## config.mk

```make
export PLATFORM = sky130hd
export DESIGN_NAME = i2s_tx_gen_flat
export DESIGN_NICKNAME = d
export VERILOG_FILES = /design/src/rtl/i2s_tx_gen_if.sv /design/src/rtl/i2s_tx_gen.sv /design/src/flat_wrapper.sv
export SDC_FILE = /design/constraint.sdc
export NUM_CORES = 1
export LEC_CHECK = 0
export CAP_MARGIN = 30
export CORE_MARGIN = 2
export CORE_UTILIZATION = 49
export DETAILED_ROUTE_END_ITERATION = 6
export PLACE_DENSITY = 0.68
export SLEW_MARGIN = 20
export SYNTH_ARGS = -nofsm -noshare
export SYNTH_HDL_FRONTEND = slang
export SYNTH_SLANG_ARGS = --single-unit
```

## constraint.sdc

```tcl
create_clock -name clk -period 2.2 [get_ports clk]
set_clock_uncertainty 0.2 [all_clocks]
set_input_delay 0.44 -clock clk [delete_from_list [all_inputs] [get_ports clk]]
set_output_delay 0.44 -clock clk [all_outputs]
set_load 0.01 [all_outputs]
```

## src/rtl/i2s_tx_gen_if.sv

```systemverilog
// Sample-pair handshake between an audio source and the i2s_tx_gen transmitter.
// The source drives the sample pair with in_valid. The transmitter answers with in_ready.
`timescale 1ns/1ps
interface i2s_tx_gen_if #(
  parameter int IN_WIDTH = 10
) ();
  logic [IN_WIDTH-1:0] in_left;
  logic [IN_WIDTH-1:0] in_right;
  logic                in_valid;
  logic                in_ready;

  modport master (
    output in_left,
    output in_right,
    output in_valid,
    input  in_ready
  );

  modport slave (
    input  in_left,
    input  in_right,
    input  in_valid,
    output in_ready
  );
endinterface

```

## src/rtl/i2s_tx_gen.sv

```systemverilog
// i2s_tx_gen: I2S / left-justified stereo serial transmitter.
// BCK and LRCK are divided down from clk. A one-entry holding register accepts
// sample pairs. At each frame start the pair is volume-shifted and loaded into a
// 2*SLOT_BITS shift register.
// Optional feature macro I2S_MCLK_EN: when it is defined, a free-running MCLK divider
// (MCLK_HALF clk cycles per half-period) is built. When it is undefined, mclk is tied to 0.
`timescale 1ns/1ps
module i2s_tx_gen #(
  parameter int IN_WIDTH     = 10,
  parameter int SLOT_BITS    = 32,
  parameter int BCK_HALF     = 12,
  parameter int VOLUME_WIDTH = 4,
  parameter int MCLK_HALF    = 1
) (
  input  logic                    clk,
  input  logic                    reset_n,
  input  logic                    fmt,
  input  logic [VOLUME_WIDTH-1:0] volume,
  i2s_tx_gen_if.slave             s_if,
  input  logic                    underrun_clr,
  output logic                    underrun,
  output logic                    mclk,
  output logic                    bck,
  output logic                    lrck,
  output logic                    sdata
);

  localparam int FRAME_BITS = 2 * SLOT_BITS;
  localparam int CW = (FRAME_BITS > 1) ? $clog2(FRAME_BITS) : 1;
  localparam int DW = (BCK_HALF > 1) ? $clog2(BCK_HALF) : 1;
  localparam logic [DW-1:0] DIV_LAST      = DW'(BCK_HALF - 1);
  localparam logic [CW-1:0] CNT_LAST      = CW'(FRAME_BITS - 1);
  localparam logic [CW-1:0] LJ_HI_START   = CW'(SLOT_BITS);
  localparam logic [CW-1:0] I2S_HI_START  = CW'(SLOT_BITS - 1);
  localparam logic [CW-1:0] I2S_HI_END    = CW'(FRAME_BITS - 2);

  // Catch illegal parameter combinations at elaboration time.
  if (IN_WIDTH > SLOT_BITS) begin : g_chk_width
    $error("i2s_tx_gen: IN_WIDTH must not exceed SLOT_BITS");
  end
  if (BCK_HALF < 2) begin : g_chk_bck
    $error("i2s_tx_gen: BCK_HALF must be at least 2");
  end
  if (MCLK_HALF < 1) begin : g_chk_mclk
    $error("i2s_tx_gen: MCLK_HALF must be at least 1");
  end

  // Left-align the sample in its slot, then attenuate it with an arithmetic shift.
  // A shift count that reaches the slot width leaves only sign bits.
  function automatic logic [SLOT_BITS-1:0] make_slot(
    input logic signed [IN_WIDTH-1:0]     s,
    input logic        [VOLUME_WIDTH-1:0] v
  );
    logic signed [SLOT_BITS-1:0] a;
    a = SLOT_BITS'(s);
    a = a <<< (SLOT_BITS - IN_WIDTH);
    if (int'(v) >= SLOT_BITS) begin
      return {SLOT_BITS{a[SLOT_BITS-1]}};
    end
    return a >>> v;
  endfunction

  logic [DW-1:0]         div_cnt_q, div_cnt_d;
  logic                  bck_q, bck_d;
  logic [CW-1:0]         bit_cnt_q, bit_cnt_d;
  logic                  started_q, started_d;
  logic                  fmt_q, fmt_d;
  logic [FRAME_BITS-1:0] shift_q, shift_d;
  logic                  lrck_q, lrck_d;
  logic                  sdata_q, sdata_d;
  logic                  hold_full_q, hold_full_d;
  logic [IN_WIDTH-1:0]   hold_left_q, hold_left_d;
  logic [IN_WIDTH-1:0]   hold_right_q, hold_right_d;
  logic                  underrun_q, underrun_d;

  logic div_tc;
  logic bck_fall;
  logic frame_start;
  logic fmt_eff;
  logic xfer;

  // Next-state logic for the divider, bit counter, framing, holding register and underrun flag.
  always_comb begin
    div_cnt_d    = div_cnt_q;
    bck_d        = bck_q;
    bit_cnt_d    = bit_cnt_q;
    started_d    = started_q;
    fmt_d        = fmt_q;
    shift_d      = shift_q;
    lrck_d       = lrck_q;
    sdata_d      = sdata_q;
    hold_full_d  = hold_full_q;
    hold_left_d  = hold_left_q;
    hold_right_d = hold_right_q;
    fmt_eff      = fmt_q;

    div_tc      = (div_cnt_q == DIV_LAST);
    div_cnt_d   = div_tc ? '0 : div_cnt_q + DW'(1);
    if (div_tc) begin
      bck_d = ~bck_q;
    end
    bck_fall    = div_tc && bck_q;
    // The first fall after reset and every counter wrap open a new frame.
    frame_start = bck_fall && (!started_q || (bit_cnt_q == CNT_LAST));

    if (bck_fall) begin
      started_d = 1'b1;
      bit_cnt_d = frame_start ? '0 : bit_cnt_q + CW'(1);
      if (frame_start) begin
        fmt_eff = fmt;
        fmt_d   = fmt;
        shift_d = hold_full_q ?
                  {make_slot(hold_left_q, volume), make_slot(hold_right_q, volume)} :
                  '0;
      end else begin
        shift_d = shift_q << 1;
      end
      if (fmt_eff) begin
        // Left-justified: the bit for this slot position is the new MSB.
        sdata_d = shift_d[FRAME_BITS-1];
        lrck_d  = (bit_cnt_d >= LJ_HI_START);
      end else begin
        // I2S: send the bit one position late. At bit 0 the old MSB is still the
        // previous frame's right LSB.
        sdata_d = shift_q[FRAME_BITS-1];
        lrck_d  = (bit_cnt_d >= I2S_HI_START) && (bit_cnt_d <= I2S_HI_END);
      end
    end

    // A frame start sees the holding register as it was before this cycle's transfer.
    xfer = s_if.in_valid && !hold_full_q;
    if (frame_start && hold_full_q) begin
      hold_full_d = 1'b0;
    end
    if (xfer) begin
      hold_full_d  = 1'b1;
      hold_left_d  = s_if.in_left;
      hold_right_d = s_if.in_right;
    end

    // When a clear and a new underrun arrive in the same cycle, the set wins.
    underrun_d = (underrun_q && !underrun_clr) || (frame_start && !hold_full_q);
  end

  // State registers with synchronous active-low reset.
  always_ff @(posedge clk) begin
    if (!reset_n) begin
      div_cnt_q    <= '0;
      bck_q        <= 1'b0;
      bit_cnt_q    <= '0;
      started_q    <= 1'b0;
      fmt_q        <= 1'b0;
      shift_q      <= '0;
      lrck_q       <= 1'b0;
      sdata_q      <= 1'b0;
      hold_full_q  <= 1'b0;
      hold_left_q  <= '0;
      hold_right_q <= '0;
      underrun_q   <= 1'b0;
    end else begin
      div_cnt_q    <= div_cnt_d;
      bck_q        <= bck_d;
      bit_cnt_q    <= bit_cnt_d;
      started_q    <= started_d;
      fmt_q        <= fmt_d;
      shift_q      <= shift_d;
      lrck_q       <= lrck_d;
      sdata_q      <= sdata_d;
      hold_full_q  <= hold_full_d;
      hold_left_q  <= hold_left_d;
      hold_right_q <= hold_right_d;
      underrun_q   <= underrun_d;
    end
  end

  assign s_if.in_ready = !hold_full_q;
  assign underrun      = underrun_q;
  assign bck           = bck_q;
  assign lrck          = lrck_q;
  assign sdata         = sdata_q;

`ifdef I2S_MCLK_EN
  localparam int MW = (MCLK_HALF > 1) ? $clog2(MCLK_HALF) : 1;
  localparam logic [MW-1:0] MCLK_LAST = MW'(MCLK_HALF - 1);

  logic [MW-1:0] mclk_cnt_q, mclk_cnt_d;
  logic          mclk_q, mclk_d;

  // Free-running MCLK divider that toggles every MCLK_HALF clk cycles.
  always_comb begin
    mclk_cnt_d = mclk_cnt_q + MW'(1);
    mclk_d     = mclk_q;
    if (mclk_cnt_q == MCLK_LAST) begin
      mclk_cnt_d = '0;
      mclk_d     = ~mclk_q;
    end
  end

  // MCLK divider registers.
  always_ff @(posedge clk) begin
    if (!reset_n) begin
      mclk_cnt_q <= '0;
      mclk_q     <= 1'b0;
    end else begin
      mclk_cnt_q <= mclk_cnt_d;
      mclk_q     <= mclk_d;
    end
  end

  assign mclk = mclk_q;
`else
  assign mclk = 1'b0;
`endif

endmodule

```

## src/flat_wrapper.sv

```systemverilog
// flat-port wrapper written by rule: the top's interface ports become plain ports
module i2s_tx_gen_flat 
#(
  parameter int IN_WIDTH     = 10,
  parameter int SLOT_BITS    = 32,
  parameter int BCK_HALF     = 12,
  parameter int VOLUME_WIDTH = 4,
  parameter int MCLK_HALF    = 1
)
  (clk, reset_n, fmt, volume, underrun_clr, underrun, mclk, bck, lrck, sdata, s_if_in_left, s_if_in_right, s_if_in_valid, s_if_in_ready);
  i2s_tx_gen_if #(.IN_WIDTH(IN_WIDTH)) s_if_i ();
  input  logic clk;
  input  logic reset_n;
  input  logic fmt;
  input  logic [VOLUME_WIDTH-1:0] volume;
  input  logic underrun_clr;
  output logic underrun;
  output logic mclk;
  output logic bck;
  output logic lrck;
  output logic sdata;
  input wire logic [$bits(s_if_i.in_left)-1:0] s_if_in_left;
  input wire logic [$bits(s_if_i.in_right)-1:0] s_if_in_right;
  input wire logic [$bits(s_if_i.in_valid)-1:0] s_if_in_valid;
  output wire logic [$bits(s_if_i.in_ready)-1:0] s_if_in_ready;
  assign s_if_i.in_left = s_if_in_left;
  assign s_if_i.in_right = s_if_in_right;
  assign s_if_i.in_valid = s_if_in_valid;
  assign s_if_in_ready = s_if_i.in_ready;
  i2s_tx_gen #(.IN_WIDTH(IN_WIDTH), .SLOT_BITS(SLOT_BITS), .BCK_HALF(BCK_HALF), .VOLUME_WIDTH(VOLUME_WIDTH), .MCLK_HALF(MCLK_HALF)) u_core (.clk(clk), .reset_n(reset_n), .fmt(fmt), .volume(volume), .s_if(s_if_i), .underrun_clr(underrun_clr), .underrun(underrun), .mclk(mclk), .bck(bck), .lrck(lrck), .sdata(sdata));
endmodule
```

Word-level counts from Yosys, hierarchy flattened --
Cells that the tools add are included.
Word-level totals: logic and storage cells 46, RAM bits 0, output and inout port bits 6, input port bits 29, flip-flop bits (word level) 101, memory bits (read-only) 0, latch bits 0, memories kept 0
Cells by class: multipliers 0, bitwise logic cells 2, reductions and logical operators 14, equal/unequal tests 2, order comparisons 3, $add $sub $neg 2, shift-type cells 2, div/mod/pow operators 0, multiplexer cells 9
Operators by type and width (number):
- $mux 64 | 2
- $sshr 32x4->32 | 2
- $logic_and 1x1->1 | 7
- $add 6x1->6 const B | 1
- $eq 6x6->1 const B | 1
- $ge 6x5->1 const B | 1
- $ge 6x6->1 const B | 1
- $le 6x6->1 const B | 1
- $mux 1 | 6
- $mux 6 | 1
- $add 4x1->4 const B | 1
- $eq 4x4->1 const B | 1
- $logic_not 1->1 | 3
- $logic_or 1x1->1 | 2
- $not 1->1 | 2
- $reduce_bool 2->1 | 1
- $reduce_or 2->1 | 1

Depth between registers and ports, before layout --
Gate-level depths: netlist (run 1).
word-level depth 7, depth in mapped cells 8, depth with buffers taken out 6

Worst setup path before layout (run 1) --
OpenSTA, ideal clock, no wires.
path kind input to register, start in volume[2], end reg u_core.shift_q[22], data required time 1878 ps, stages on the path 7, slack 157 ps, library setup time 122 ps, path buffers 2, arrival time 1721 ps, cells stage by stage buf_2 buf_2 mux4_2 mux2i_1 mux2i_1 a221oi_1 nor2_1
Between the ends: longest elaborated chain between the ends 3
RTL lines:
- start, declared | line flat_wrapper.sv:15 | input logic [VOLUME_WIDTH-1:0] volume;
- $sshr 32x4->32 | line i2s_tx_gen.sv:60 | return a >>> v;
- $mux 64 | line i2s_tx_gen.sv:112 | shift_d = hold_full_q ?
- $mux 64 | line i2s_tx_gen.sv:109 | if (frame_start) begin
- end signal, assigned | line i2s_tx_gen.sv:166 | shift_q <= shift_d;
- end, declared | line i2s_tx_gen.sv:68 | logic [FRAME_BITS-1:0] shift_q, shift_d;
No other way between the ends. A chain may end at the register's enable or synchronous reset.

Worst setup path in the final report (run 1) --
start in volume[0], end reg u_core.shift_q[30]
Same word-level chain as after synthesis.

==> results.tsv, run 1 <==
metric	value	unit
status	finished clean	
synth_warnings	0	
cp.required	2.27	ns
clk_latency	0.39	ns
min_period_over_period	96.6	%
n_antenna_cell	0	
design.core.area	0.0108	mm²
antenna_found_initial	0	
wl	15700	µm
rsz0062_at_grt	yes	
min_period	2.13	ns
slew_violations	0	
final_area	0.00655	mm²
seq_area_frac_synth	34.9	%
io_pins	35	
async_flop_share	0	%
dieArea	0.0119	mm²
floorplan.initialDensity	49.9	%
synth-seq-cells	94	
grt_pass1_vias	4906	
drv_cap	0	
avgSynthCellArea	8.21	µm²
drcViolationCount	0	
syn_nets	687	
grtUsageTotal	27.9	%
synth_cell_types	70	
hp-class	reg2reg	
cp.arrival	2.19	ns
syn_to_final_growth	21.6	%
vias	5266	
postPlaceCellArea	0.00625	mm²
cts_max_level	3	
clockBufferDepth	2	
max_freq	470	MHz
overflow	0	
nNetsFinal	753	
syn_inst	656	
crit_type	in2reg	
synth.top_cell.area_share	34.9	%
cts.sinks	94	
ir_drop	0.000314	V
postRouteAntennaNets	0	
path_clk_slew	0.09	ns
worstSetupStartpointType	input pin	
numCtsBuffers	9	
portBuffers	33	
mostFrequentLayoutCells	130 x nand2_1, 93 x dfxtp_1, 71 x buf_4	
gp_congestion	0.936	
cts-root-buf	clkbuf_8	
dr.first_iter.drc_count	554	
die_h	109	µm
setup_viol	0	
final_core_util	60.7	%
grt_max_degree	52	
syn_area	0.00539	mm²
synthFlopType	dfxtp_1	
viasPerCell	6.07	
p_leak	2.50	nW
firstDrtPassIters	6	
yosys.area.top_type	dfxtp_1	
cp_max_fo	11	
ys_top_cells_by_area	dfxtp_1 35%, nand2_1 9.1%, o21ai_0 6.4%	
tightest_slew	0.680	ns
synth_edf_count	0	
final_common_cell	nand2_1	
cts_tree	yes	
die_w	109	µm
rows	38	
slew_headroom	54.6	%
wl_per_cell	18.1	µm
critPathCaptureType	flop	
dp_hpwl	11500	µm
p_per_area	513	mW/mm²
drive_above_1_share	19.8	%
grt_pass1_wl	25400	µm
hold_violations	0	
[cell families (layout without fill, tap and decap cells)]
kind of cell / after synthesis / in the layout / share of synthesized area, %
simple gates: 233 / 233 / 19.7
compound gates: 204 / 204 / 25.4
flops: 94 / 94 / 34.9
buf+inv: 63 / 134 / 5.62
mux: 53 / 53 / 12.9
xor+xnor: 6 / 6 / 0.975
fa+ha+maj: 2 / 2 / 0.464
other cells: 1 / 1 / 0.0696
[metrics by stage]
stage,hold WS (ns),setup slack (ns),TNS (ns),power (mW),std cells
after floorplan,0.217,0.157,0,2.09,656
after global placement,0.233,-0.505,-15.68,2.31,848
after detailed placement,0.240,-0.536,-17.32,2.32,848
after CTS,0.221,0.0136,0,3.36,866
after global routing,0.289,-0.0275,-0.0384,3.48,867
final,0.256,0.0738,0,3.36,867
[Yosys cell counts, types with 3 or more instances]
library cell	instances
o211ai_1	5
mux2_2	16
o22ai_1	6
o21ai_1	3
a22o_1	19
a221oi_1	12
and2_1	3
o21ai_0	69
o21a_1	3
o221ai_1	4
nor3_1	4
mux2i_1	25
a21boi_0	26
nand2_1	130
buf_4	4
a211oi_1	3
nand2b_1	7
a32o_1	3
clkbuf_1	28
a22oi_1	3
a21oi_1	25
buf_1	7
dfxtp_1	94
mux4_2	7
xnor2_1	5
nor2b_1	8
nor2_1	32
nand3_1	19
mux4_1	3
buf_2	16
inv_1	4
o211a_1	4
o31ai_1	3
and3_1	5
nand4_1	5
[what timing repair did]
| item | in CTS | in global routing |
|---|---|---|
| setup buffers | 1 | 1 |
| hold buffers | 0 | 0 |
| resized for setup | 9 | 21 |
| pin swaps | 1 | 4 |
| setup endpoints to repair | 27 | 29 |
| cloned | 1 | 0 |
[routing by layer]
layer / vias up / wire length [µm] / GRT usage, %
met4: 0 / 433 / 13.6
met3: 29 / 940 / 3.83
li1: 2505 / - / -
met1: 2530 / 6780 / 36.7
met2: 202 / 7550 / 45.0
met5: - / 0 / 0
[sequential cells by signal, summed over array words and instances, names as in the netlist]
register	count
u_core.bck	1
u_core.bit_cnt_q	6
u_core.div_cnt_q	4
u_core.fmt_q	1
u_core.hold_full_q	1
u_core.hold_left_q	10
u_core.hold_right_q	10
u_core.lrck	1
u_core.sdata	1
u_core.shift_q	57
u_core.started_q	1
u_core.underrun	1
[layout make-up]
cell class	instances	area [µm²]
fillers	943	4240
multi-input cells	499	3280
flip-flops and latches	94	1880
repair buffers	113	1030
well taps	140	175
clock buffers	11	131
clock inverters	5	33.8
inverters	5	21.3
[path summary, 6_finish.rpt]
check	startpoint	endpoint	slack, ns	depth (start not counted)
worst max register to register	u_core.bit_cnt_q[0]	u_core.shift_q[61]	0.13	7
worst min-delay path	u_core.shift_q[54]	u_core.shift_q[55]	0.26	2
worst min register to register	u_core.shift_q[54]	u_core.shift_q[55]	0.26	2
worst max-delay path	volume[0]	u_core.shift_q[30]	0.07	8
[worst max-delay path, stage by stage]
cell and delay (ns):
clkdlybuf4s50_1 0.42, buf_6 0.14, buf_4 0.18, nor4_2 0.42
mux2i_1 0.23, nor3_1 0.07, a21oi_1 0.19, a21oi_1 0.09
[power by group]
group,internal (mW),switching [mW],leakage (nW)
clock,0.412,0.631,0.0797
combinational,0.270,0.279,1.66
sequential,1.73,0.0446,0.761
No activity file was read; power rests on OpenSTA's default activity.
==> run 2, diff against run 1 <==
--- a/config.mk
+++ b/config.mk
@@ -8,6 +8,7 @@
 export CAP_MARGIN = 30
 export CORE_MARGIN = 2
 export CORE_UTILIZATION = 49
+export CTS_CLUSTER_DIAMETER = 100
 export DETAILED_ROUTE_END_ITERATION = 6
 export PLACE_DENSITY = 0.68
 export SLEW_MARGIN = 20
==> results of run 2 <==
Final layout, timing and power as in run 1 (identical DEF).
==> run 3, diff against run 2 <==
--- a/config.mk
+++ b/config.mk
@@ -10,7 +10,9 @@
 export CORE_UTILIZATION = 49
 export CTS_CLUSTER_DIAMETER = 100
 export DETAILED_ROUTE_END_ITERATION = 6
+export GPL_TIMING_DRIVEN = 1
 export PLACE_DENSITY = 0.68
+export REMOVE_ABC_BUFFERS = 1
 export SLEW_MARGIN = 20
 export SYNTH_ARGS = -nofsm -noshare
 export SYNTH_HDL_FRONTEND = slang
==> run 3 against run 2 <==
Against the previous run: non-clock buffer count up 9; total power rose by 7.6%; register-to-register slack got worse by 0.05 ns; sequential power is essentially flat; global-route usage about the same; critical endpoint is now u_core.shift_q[29]; first-iteration DRC count shrank 17%; sequential cell count stayed put; highest routed layer unchanged.
==> results.tsv, run 3 (synthesized netlist as in run 1, its figures left out) <==
metric	value	unit	change
status	finished clean		unchanged
gp_congestion	1.02		was 0.936
cts-root-buf	clkbuf_8		unchanged
regMostFlops	u_core.shift_q		unchanged
startpoint	volume[1]		was volume[0]
io_pins	35		unchanged
hold_ws	0.266	ns	was 0.256 ns
r2r-start	u_core.div_cnt_q[0]		was u_core.bit_cnt_q[0]
viasPerCell	6.04		was 6.07
vias	5295		was 5266
cts.sinks	94		unchanged
grt_max_degree	38		was 52
cp_num_buf_inv	4		was 3
numCtsBuffers	9		unchanged
dp_hpwl	11500	µm	about the same
slew_violations	0		unchanged
worst_path_max_delay_cell	a221oi_1		was clkdlybuf4s50_1
die_w	109	µm	unchanged
dr.first_iter.drc_count	459		was 554
critPathCaptureType	flop		unchanged
final_common_cell	nand2_1		unchanged
cp.required	2.27	ns	about the same
slew_headroom	65.9	%	was 54.6%
grt_pass1_vias	4932		was 4906
crit_path_frequent_cell	buf_4		was a21oi_1
grtUsageTotal	27.9	%	about the same
grt_pass1_wl	25500	µm	was 25400 µm
portBuffers	33		unchanged
max_freq	466	MHz	was 470 MHz
tightest_slew	0.506	ns	was 0.680 ns
crit_type	in2reg		unchanged
die_h	109	µm	unchanged
r2r_setup_slack	0.08	ns	was 0.13 ns
reg_top3	u_core.shift_q: 57 flops, u_core.hold_left_q: 10 flops, u_core.hold_right_q: 10 flops		unchanged
hold_violations	0		unchanged
critPathTopFamily	buffers and inverters		unchanged
p_leak	2.58	nW	was 2.50 nW
setup_viol	0		unchanged
design.core.area	0.0108	mm²	unchanged
dpl.cell_count	857		was 848
syn_to_final_growth	23.5	%	was 21.6%
largest_reg_flops	57		unchanged
cp.arrival	2.22	ns	was 2.19 ns
cts_max_level	3		unchanged
p_per_area	544	mW/mm²	was 513 mW/mm²
wl_per_cell	17.9	µm	was 18.1 µm
clockBufferDepth	2		unchanged
min_period_over_period	97.5	%	was 96.6%
min_period	2.15	ns	was 2.13 ns
dieArea	0.0119	mm²	unchanged
hp-class	reg2reg		unchanged
worstSetupStartpointType	input pin		unchanged
n_antenna_cell	0		unchanged
drcViolationCount	0		unchanged
cp_max_fo	11		unchanged
antenna_found_initial	0		unchanged
worstPathCellList	dlygate4sd2_1 -> bufbuf_16 -> buf_4 -> nor2_2 -> mux2i_2 -> buf_4 -> o21ai_0 -> a221oi_1 -> nor2_1		was clkdlybuf4s50_1 -> buf_6 -> buf_4 -> nor4_2 -> mux2i_1 -> nor3_1 -> a21oi_1 -> a21oi_1
clk_latency	0.38	ns	was 0.39 ns
cts_tree	yes		unchanged
floorplan.initialDensity	49.9	%	unchanged
ir_drop	0.000315	V	was 0.000314 V
path_clk_slew	0.09	ns	about the same
critPathMaxStageDelay	0.30	ns	was 0.42 ns
nNetsFinal	762		was 753
firstDrtPassIters	5		was 6
drv_cap	0		unchanged
hp-start	u_core.shift_q[7]		was u_core.shift_q[54]
drive_above_1_share	20.1	%	was 19.8%
postRouteAntennaNets	0		unchanged
final_cells	876		was 867
overflow	0		unchanged
rows	38		unchanged
mostFrequentLayoutCells	130 x nand2_1, 93 x dfxtp_1, 79 x buf_4		was 130 x nand2_1, 93 x dfxtp_1, 71 x buf_4
wl	15700	µm	about the same
-- run 3: cell count changes in the layout (fill, tap and decap cells not counted), sizes merged --
cell / before / now
buf: 80 / 89
bufinv: 0 / 2
clkbuf: 11 / 9
clkdlybuf4s50: 30 / 29
clkinvlp: 2 / 1
dlygate4sd2: 2 / 3
inv: 6 / 7
-- run 3: routing by layer --
metal	wire, µm	share of wire (%)	global-route usage, %
met1	6860	44	37.4
met2	7560	48	46.1
met3	866	5.5	3.17
met4	396	2.5	10.5
met5	0	0	0
-- run 3: metrics by stage --
step | total power, mW | util (%) | setup slack [ns] | TNS (ns) | area, µm²
after global routing | 3.75 | 61.7 | -0.0187 | -0.0232 | 6660
after detailed placement | 2.34 | 58.9 | -0.508 | -16.88 | 6360
final | 3.62 | 61.7 | 0.0543 | 0 | 6660
after CTS | 3.63 | 61.3 | 0.00893 | 0 | 6620
after global placement | 2.33 | 58.9 | -0.476 | -15.65 | 6360
after floorplan | 2.02 | - | -0.851 | -36.03 | 5100
-- run 3: final timing paths --
path | end | cells after the start
max | u_core.shift_q[29] | 9
min | u_core.shift_q[7] | 2
max reg2reg | u_core.shift_q[20] | 8
min reg2reg | u_core.shift_q[7] | 2
-- run 3: report_power, final --
part           total, mW  internal (mW)  leakage (nW)  switching, mW
registers           1.77           1.73         0.761         0.0442
clock network       1.29          0.644         0.110          0.650
logic              0.552          0.277          1.71          0.275
total               3.62           2.65          2.58          0.970
-- run 3: what timing repair did --
action,in CTS,in global routing
gates cloned,1,0
buffers inserted,0,2
gates resized for setup,6,8
hold buffers,0,0
pin swaps,1,1
setup endpoints to repair,24,20
-- run 3: area by class of cell --
| class | instances | area [µm²] |
|---|---|---|
| Tap cell | 140 | 175 |
| Sequential cell | 94 | 1880 |
| Fill cell | 964 | 4140 |
| Clock buffer | 9 | 124 |
| Inverter | 5 | 18.8 |
| Timing Repair Buffer | 122 | 1120 |
| Multi-Input combinational cell | 499 | 3240 |
| Clock inverter | 7 | 95.1 |
-- run 3: worst register-to-register path, cell delays in order (launching register included) --
cell      delay (ns)
dfxtp_1         0.37
ha_2            0.24
and4b_2         0.32
buf_12          0.20
o21ai_1         0.13
nor3_2          0.26
buf_4           0.17
o211ai_1        0.07
o21ai_1         0.08
